### config.mk
export PLATFORM = sky130hd
export DESIGN_NAME = rice_core_if_stage
export DESIGN_NICKNAME = d
export VERILOG_FILES = /design/src/rtl/rice_core_if_stage.sv
export SDC_FILE = /design/constraint.sdc
export NUM_CORES = 1
export LEC_CHECK = 0
export BUFFER_PORTS_ARGS = -buffer_cell sky130_fd_sc_hd__buf_4
export CAP_MARGIN = 15
export CORE_MARGIN = 2
export CORE_UTILIZATION = 48
export DETAILED_ROUTE_END_ITERATION = 8
export PLACE_DENSITY_LB_ADDON = 0.08
export SLEW_MARGIN = 20
export SYNTH_ARGS = -nofsm -noshare
export SYNTH_HDL_FRONTEND = slang
export SYNTH_SLANG_ARGS = --single-unit
### constraint.sdc
create_clock -name i_clk -period 10 [get_ports i_clk]
set_clock_uncertainty 0.2 [all_clocks]
set_input_delay 1 -clock i_clk [delete_from_list [all_inputs] [get_ports i_clk]]
set_output_delay 1 -clock i_clk [all_outputs]
set_load 0.1 [all_outputs]
### src/rtl/rice_core_if_stage.sv
// rice_core_if_stage: instruction-fetch stage of the rice core pipeline.
// Keeps the fetch PC, issues word fetches under a credit limit, tags each
// request with its PC, buffers returned words and presents the IF result to
// decode. Flush redirects fetch and drops responses to pre-flush requests.
// Optional feature macro: RICE_CORE_IF_PREFETCH_EN (defined: two credits,
// one prefetch ahead; undefined: a single request outstanding or buffered).
module rice_core_if_stage #(
  parameter int unsigned     XLEN     = 32,
  parameter logic [XLEN-1:0] RESET_PC = '0
) (
  input  logic            i_clk,
  input  logic            i_rst,
  input  logic            i_stall,
  input  logic            i_flush,
  input  logic [XLEN-1:0] i_flush_pc,
  output logic            o_if_valid,
  output logic [XLEN-1:0] o_if_pc,
  output logic [31:0]     o_if_inst,
  output logic            o_inst_request_valid,
  input  logic            i_inst_request_ready,
  output logic [XLEN-1:0] o_inst_address,
  input  logic            i_inst_response_valid,
  input  logic [31:0]     i_inst_response_data
);

`ifdef RICE_CORE_IF_PREFETCH_EN
  localparam int unsigned MAX = 2;
`else
  localparam int unsigned MAX = 1;
`endif
  localparam int unsigned DEPTH = 2;
  localparam int unsigned CNT_W = 2;
  localparam int unsigned SUM_W = 3;

  typedef struct packed {
    logic [XLEN-1:0] pc;
    logic [31:0]     inst;
  } if_entry_t;

  logic [XLEN-1:0]  r_fetch_pc, w_fetch_pc_n;
  logic [CNT_W-1:0] r_out_cnt, w_out_cnt_n;
  logic [CNT_W-1:0] r_disc_cnt, w_disc_cnt_n;
  logic [CNT_W-1:0] r_buf_cnt, w_buf_cnt_n;
  logic [CNT_W-1:0] r_tag_cnt, w_tag_cnt_n;
  if_entry_t        r_buf [DEPTH];
  if_entry_t        w_buf_n [DEPTH];
  logic [XLEN-1:0]  r_tag [DEPTH];
  logic [XLEN-1:0]  w_tag_n [DEPTH];
  logic             r_if_valid, w_if_valid_n;
  logic [XLEN-1:0]  r_if_pc, w_if_pc_n;
  logic [31:0]      r_if_inst, w_if_inst_n;

  logic             w_req_valid;
  logic             w_accept;
  logic             w_resp;
  logic             w_keep;
  logic             w_load;
  if_entry_t        w_resp_entry;
  logic [CNT_W-1:0] w_tcnt;
  logic [CNT_W-1:0] w_bcnt;

  // Request credit: outstanding plus buffered words may not exceed MAX.
  assign w_req_valid  = !i_rst && !i_flush &&
                        ((SUM_W'(r_out_cnt) + SUM_W'(r_buf_cnt)) < SUM_W'(MAX));
  assign w_accept     = w_req_valid && i_inst_request_ready;
  // Responses with nothing outstanding (stale bus traffic after reset) are ignored.
  assign w_resp       = i_inst_response_valid && (r_out_cnt != '0);
  assign w_keep       = w_resp && !i_flush && (r_disc_cnt == '0);
  assign w_load       = !r_if_valid || !i_stall;
  assign w_resp_entry = '{pc: r_tag[0], inst: i_inst_response_data};

  // Next-state: flush first, otherwise counters, tag queue, buffer and IF result.
  always_comb begin
    w_fetch_pc_n = r_fetch_pc;
    w_out_cnt_n  = r_out_cnt;
    w_disc_cnt_n = r_disc_cnt;
    w_buf_n      = r_buf;
    w_buf_cnt_n  = r_buf_cnt;
    w_tag_n      = r_tag;
    w_tag_cnt_n  = r_tag_cnt;
    w_if_valid_n = r_if_valid;
    w_if_pc_n    = r_if_pc;
    w_if_inst_n  = r_if_inst;
    w_tcnt       = r_tag_cnt;
    w_bcnt       = r_buf_cnt;
    if (i_flush) begin
      w_fetch_pc_n = i_flush_pc;
      w_out_cnt_n  = r_out_cnt - CNT_W'(w_resp);
      w_disc_cnt_n = r_out_cnt - CNT_W'(w_resp);
      w_buf_cnt_n  = '0;
      w_tag_cnt_n  = '0;
      w_if_valid_n = 1'b0;
    end else begin
      if (w_accept) begin
        w_fetch_pc_n = r_fetch_pc + XLEN'(4);
      end
      w_out_cnt_n = r_out_cnt + CNT_W'(w_accept) - CNT_W'(w_resp);
      if (w_resp && (r_disc_cnt != '0)) begin
        w_disc_cnt_n = r_disc_cnt - CNT_W'(1);
      end
      // Tag queue: pop head for a kept response, append PC of an accepted request.
      if (w_keep) begin
        w_tag_n[0] = r_tag[1];
        w_tcnt     = r_tag_cnt - CNT_W'(1);
      end
      if (w_accept) begin
        w_tag_n[w_tcnt[0]] = r_fetch_pc;
        w_tcnt             = w_tcnt + CNT_W'(1);
      end
      w_tag_cnt_n = w_tcnt;
      // IF result takes buffer head, else bypasses the arriving response.
      if (w_load) begin
        if (r_buf_cnt != '0) begin
          w_if_valid_n = 1'b1;
          w_if_pc_n    = r_buf[0].pc;
          w_if_inst_n  = r_buf[0].inst;
          w_buf_n[0]   = r_buf[1];
          w_bcnt       = r_buf_cnt - CNT_W'(1);
        end else if (w_keep) begin
          w_if_valid_n = 1'b1;
          w_if_pc_n    = w_resp_entry.pc;
          w_if_inst_n  = w_resp_entry.inst;
        end else begin
          w_if_valid_n = 1'b0;
        end
      end
      if (w_keep && !(w_load && (r_buf_cnt == '0))) begin
        w_buf_n[w_bcnt[0]] = w_resp_entry;
        w_bcnt             = w_bcnt + CNT_W'(1);
      end
      w_buf_cnt_n = w_bcnt;
    end
  end

  // State registers with synchronous reset.
  always_ff @(posedge i_clk) begin
    if (i_rst) begin
      r_fetch_pc <= RESET_PC;
      r_out_cnt  <= '0;
      r_disc_cnt <= '0;
      r_buf_cnt  <= '0;
      r_tag_cnt  <= '0;
      r_if_valid <= 1'b0;
      r_if_pc    <= '0;
      r_if_inst  <= '0;
      for (int i = 0; i < int'(DEPTH); i++) begin
        r_buf[i] <= '0;
        r_tag[i] <= '0;
      end
    end else begin
      r_fetch_pc <= w_fetch_pc_n;
      r_out_cnt  <= w_out_cnt_n;
      r_disc_cnt <= w_disc_cnt_n;
      r_buf_cnt  <= w_buf_cnt_n;
      r_tag_cnt  <= w_tag_cnt_n;
      r_if_valid <= w_if_valid_n;
      r_if_pc    <= w_if_pc_n;
      r_if_inst  <= w_if_inst_n;
      r_buf      <= w_buf_n;
      r_tag      <= w_tag_n;
    end
  end

  assign o_if_valid           = r_if_valid;
  assign o_if_pc              = r_if_pc;
  assign o_if_inst            = r_if_inst;
  assign o_inst_request_valid = w_req_valid;
  assign o_inst_address       = r_fetch_pc;

endmodule
## Word level (Yosys, flattened, before mapping)

Cells that the tools add are included.

- Logic and storage cells: 92
- Register bits: 297
- Output and inout bits: 98

- Mux-type cells: 31
- Add/sub/neg operators: 10
- Reductions and logical operators: 29
- Magnitude comparators: 5
- Bitwise gates (word level): 3

Operators by type and width:

| kind | count |
|---|---|
| 2-to-1 mux 64 bit | 5 |
| 2-to-1 mux 32 bit | 9 |
| bitwise mux 128 bit | 1 |
| 2-to-1 mux 128 bit | 1 |
| bitwise mux 64 bit | 1 |
| demux 64 bit (select 1 bit) | 1 |
| adder 32 x 3 -> 32 bit (second input constant) | 1 |
| demux 32 bit (select 1 bit) | 1 |
| 2-to-1 mux 2 bit | 10 |
| nonzero test 2 bit | 6 |
| logical AND 1 bit | 11 |
| subtractor 2 x 1 -> 2 bit (second input constant) | 3 |
| logical NOT 1 bit | 5 |
| adder 2 x 1 -> 2 bit (second input constant) | 2 |
| greater-or-equal comparator 2 bit (second input constant) | 2 |
| logical NOT 2 bit | 2 |
| less-than comparator 2 x 1 -> 1 bit (second input constant) | 2 |
| inverter 1 -> 2 bit | 2 |
| AND reduction 2 bit | 2 |
| subtractor 2 x 1 -> 2 bit | 2 |
| adder 2 x 2 -> 3 bit | 1 |
| less-than comparator 3 x 1 -> 1 bit (second input constant) | 1 |
| AND reduction 3 bit | 1 |
| adder 2 x 1 -> 2 bit | 1 |
| other kinds (4) | 5 |

## Depth between registers and ports, before layout

- Depth in word-level cells: 13
- Mapped depth: 15
- Depth with buffers taken out: 13

## Worst setup path after synthesis

Ideal clock, no wire load.

- Kind: input-to-output
- From: input port i_flush
- To: output port o_inst_request_valid
- Slack: 4.986 ns
- Cell stages on the path: 5
- Data arrival time: 3.814 ns
- Buffers on the path: 4
- Required time: 8.800 ns
- Cells stage by stage: buf_6 -> clkbuf_1 -> clkbuf_1 -> clkbuf_1 -> nor3_1

- Cells in the longest elaborated chain, start to end: 3

Ends and longest elaborated chain:

| what | line | source |
|---|---|---|
| from (decl) | 14 | `input logic i_flush,` |
| logical NOT 1 bit | 63 | `assign w_req_valid = !i_rst && !i_flush &&` |
| logical AND 1 bit (2 in series) | 63 |  |
| to (decl) | 19 | `output logic o_inst_request_valid,` |

No other way between the ends.

## Final worst setup path

- From: register r_buf_cnt[1]
- To: output port o_inst_request_valid

- Cells in the longest elaborated chain, start to end: 3

Ends and longest elaborated chain:

| what | line | source |
|---|---|---|
| from (decl) | 43 | `logic [CNT_W-1:0] r_buf_cnt, w_buf_cnt_n;` |
| from (signal assigned) | 154 | `r_buf_cnt <= w_buf_cnt_n;` |
| adder 2 x 2 -> 3 bit | 64 | `((SUM_W'(r_out_cnt) + SUM_W'(r_buf_cnt)) < SUM_W'(MAX));` |
| less-than comparator 3 x 1 -> 1 bit | 64 |  |
| logical AND 1 bit | 63 |  |

No other way between the ends.

==> flow_metrics.env <==
export IMPL_status="completed"
export IMPL_required_ps=8800
export IMPL_syn_to_final_growth_pct=17.4
export IMPL_finalCritPeriodShare=0.443
export IMPL_wirelength_mm=36.1
export IMPL_coreArea_sq_um=27000
export IMPL_die_y_microns=170
export IMPL_synth_edf_count=0
export IMPL_fillCellCount=2524
export IMPL_crit_fanout=68
export IMPL_crit_start="r_buf_cnt[1]"
export IMPL_synthCells=1665
export IMPL_io_buffers=167
export IMPL_fmax_mhz=226
export IMPL_htree_levels=1
export IMPL_clock_sinks=296
export IMPL_diodes=0
export IMPL_timing_critical_path_to="o_inst_request_valid"
export IMPL_fp_dieArea_sq_um=28800
export IMPL_hold_class="flop to flop"
export IMPL_p_leak_nw=5.34
export IMPL_final_max_slew_viol_count=0
export IMPL_ys_warn_count=0
export IMPL_num_rows=60
export IMPL_rsz0062_at_grt="no"
export IMPL_vias=12088
export IMPL_cts_hold_fix_buffers=0
export IMPL_clk_path_buf_depth=3
export IMPL_grt_pass1_wl_mm=58.0
export IMPL_firstDrtPassIters=5
export IMPL_grt_ovfl_total=0
export IMPL_tightest_slew_ps=1080
export IMPL_root_buffer="clkbuf_16"
export IMPL_gp_congestion=0.829
export IMPL_fin_nets=1808
export IMPL_cpMaxStageDelayCell="buf_4"
export IMPL_crit_path_end_kind="output pin"
export IMPL_grt_met1_usage=0.350
export IMPL_clk_pin_slew_ps=60
export IMPL_p_per_area_nw_per_um2=202
export IMPL_r2r_start="r_buf_cnt[1]"
export IMPL_slew_headroom=0.282
export IMPL_final_common_cell="nand2_1"
export IMPL_cts_buffers=31
export IMPL_post_drt_wl_per_cell_microns=17.3
export IMPL_synth_seq_cells=296
export IMPL_dp_hpwl_mm=20.0
export IMPL_power_w=0.00313
export IMPL_hold_viol=0
export IMPL_r2r_cells=13
export IMPL_postCtsSetupBuffers=0
export IMPL_postRouteAntennaNets=0
export IMPL_clock_latency_ps=570
export IMPL_path_cells="buf_4 > inv_1 > fa_1 > nand3b_1 > nor3_1 > buf_4"
export IMPL_globalRoute_busiestLayer="met2"
export IMPL_viasPerCell=5.77
export IMPL_placed_area_sq_um=14400
export IMPL_grtUsageMet3=0.0364
export IMPL_synth_area_sq_um=13200
export IMPL_final_cell_area_sq_um=15500
export IMPL_grtUsageTotal=0.243
export IMPL_layout_drive_gt1_share=0.164
export IMPL_ys_seq_area_frac=0.450
export IMPL_vdd_drop_max_mv=0.150
export IMPL_arrival_ps=3230
export IMPL_fp_dieW_microns=170
export IMPL_syn_nets=1742
export IMPL_cap_violations=0
export IMPL_setup_violations_final=0
export IMPL_grt_pass1_vias=11049
export IMPL_synth_distinct_cells=66
export IMPL_cts_resized=0
export IMPL_initial_core_util=0.489
export IMPL_async_flop_share=0
export IMPL_r2r_end="r_out_cnt[1]"
export IMPL_grt_max_degree=105
export IMPL_syn_area_per_cell_sq_um=7.92
export IMPL_worst_path_largest_cell_delay_ps=580
export IMPL_layout_common_cells="nand2_1 (390), dfxtp_1 (294), nor2_1 (212), buf_4 (182), a21oi_1 (117)"
export IMPL_cp_start_kind="flop"
export IMPL_period_needed_ps=4430
export IMPL_setup_tns_ps=0
export IMPL_io_pins=168
export IMPL_cp_common_cell="buf_4"
export IMPL_drt_iter0_drc=1045
export IMPL_cts_tree="built"
export IMPL_gr_usage_met2=0.385
export IMPL_antenna_found_initial=0
export IMPL_worstSetupPathType="flop to output pin"
export IMPL_drc=0
export IMPL_synth_ff_type="dfxtp_1"
export IMPL_reg2reg_slack_ps=5830
==> cells by family (layout without fill, tap and decap cells) <==
logic type                 count (synthesis)  after routing  share of synthesized area
and+or+nand+nor                          744            744                      0.236
AOI/OAI and AO/OA                        406            406                      0.217
DFF                                      296            296                      0.450
xor gates and xnor gates                  13             13                    0.00864
buffers and inverters                    162            250                     0.0535
muxes                                     37             37                     0.0282
adders and majority gates                  7              7                    0.00721
==> cell usage after synthesis (2+ instances only) <==
| library cell | n | share of area |
|---|---|---|
| a31oi_1 | 13 | 0.0062 |
| o221ai_1 | 64 | 0.043 |
| a22oi_1 | 3 | 0.0017 |
| ha_1 | 6 | 0.0057 |
| xnor2_1 | 7 | 0.0047 |
| a311oi_1 | 65 | 0.043 |
| and2_1 | 7 | 0.0033 |
| o22ai_1 | 7 | 0.0033 |
| a211oi_1 | 3 | 0.0017 |
| nand4b_1 | 3 | 0.0020 |
| xor2_1 | 6 | 0.0040 |
| nor2b_1 | 2 | 0.00095 |
| o21a_1 | 3 | 0.0017 |
| nor4_1 | 4 | 0.0019 |
| and3_1 | 7 | 0.0033 |
| buf_6 | 6 | 0.0051 |
| inv_1 | 11 | 0.0031 |
| clkbuf_1 | 98 | 0.028 |
| nor3_1 | 71 | 0.027 |
| o31a_1 | 3 | 0.0020 |
| nand2_1 | 390 | 0.11 |
| nand3_1 | 17 | 0.0065 |
| a21oi_1 | 117 | 0.044 |
| o211ai_1 | 5 | 0.0028 |
| o31ai_2 | 28 | 0.027 |
| nand4_1 | 5 | 0.0024 |
| dfxtp_1 | 296 | 0.45 |
| o21ai_0 | 76 | 0.029 |
| nand3b_1 | 3 | 0.0017 |
| or3_1 | 6 | 0.0028 |
| or4_1 | 3 | 0.0017 |
| nor2_1 | 213 | 0.061 |
| o21bai_1 | 2 | 0.0011 |
| buf_1 | 6 | 0.0017 |
| a21boi_0 | 2 | 0.0011 |
| o31ai_1 | 4 | 0.0023 |
| buf_2 | 38 | 0.014 |
| nor4_2 | 2 | 0.0019 |
| mux2i_1 | 36 | 0.027 |
==> power by group <==
group          switching (W)  total (W)  internal [W]  leakage [nW]
registers          0.0000530    0.00129       0.00123          2.40
clock network       0.000472    0.00121      0.000742         0.537
logic               0.000476   0.000632      0.000156          2.41
==> worst max-delay path: cells and delay by family (launching register included) <==
kind | cells | cell delay (ps)
flip-flops | 1 | 310
AND/OR/NAND/NOR | 2 | 670
buffers and inverters | 3 | 1120
adder cells (fa/ha/maj) | 1 | 550
==> through the flow <==
| step | cells | util | hold slack, ps | worst slack [ps] |
|---|---|---|---|---|
| after floorplan | 1665 | - | 236 | 4990 |
| after global placement | 2039 | 0.534 | 241 | 5880 |
| final | 2094 | 0.574 | 254 | 5570 |
| after CTS | 2094 | 0.574 | 256 | 5530 |
| after detailed placement | 2039 | 0.534 | 248 | 5820 |
| after global routing | 2094 | 0.574 | 268 | 5380 |
==> routing by layer <==
metal,routed length [microns],up-vias
met2,16300,424
met4,434,0
met1,16700,5648
li1,-,5980
met3,2670,36
met5,0,-
==> area by class of cell <==
type	count	area [sq um]	area share
Multi-Input combinational cell	1207	6620	0.427
Sequential cell	296	5930	0.383
Timing Repair Buffer	183	1380	0.0892
Clock buffer	46	932	0.0602
Tap cell	341	427	0.0276
Clock inverter	9	149	0.00962
Inverter	12	45.0	0.00291
==> worst min-delay path by stage <==
stage,endpoint,cells past startpoint,slack [ps]
floorplan,flop,2,240
detailed placement,flop,2,250
CTS,flop,2,260
global placement,flop,2,240
finish,flop,2,250
global route,flop,2,270
(Power assumes the default switching activity.)
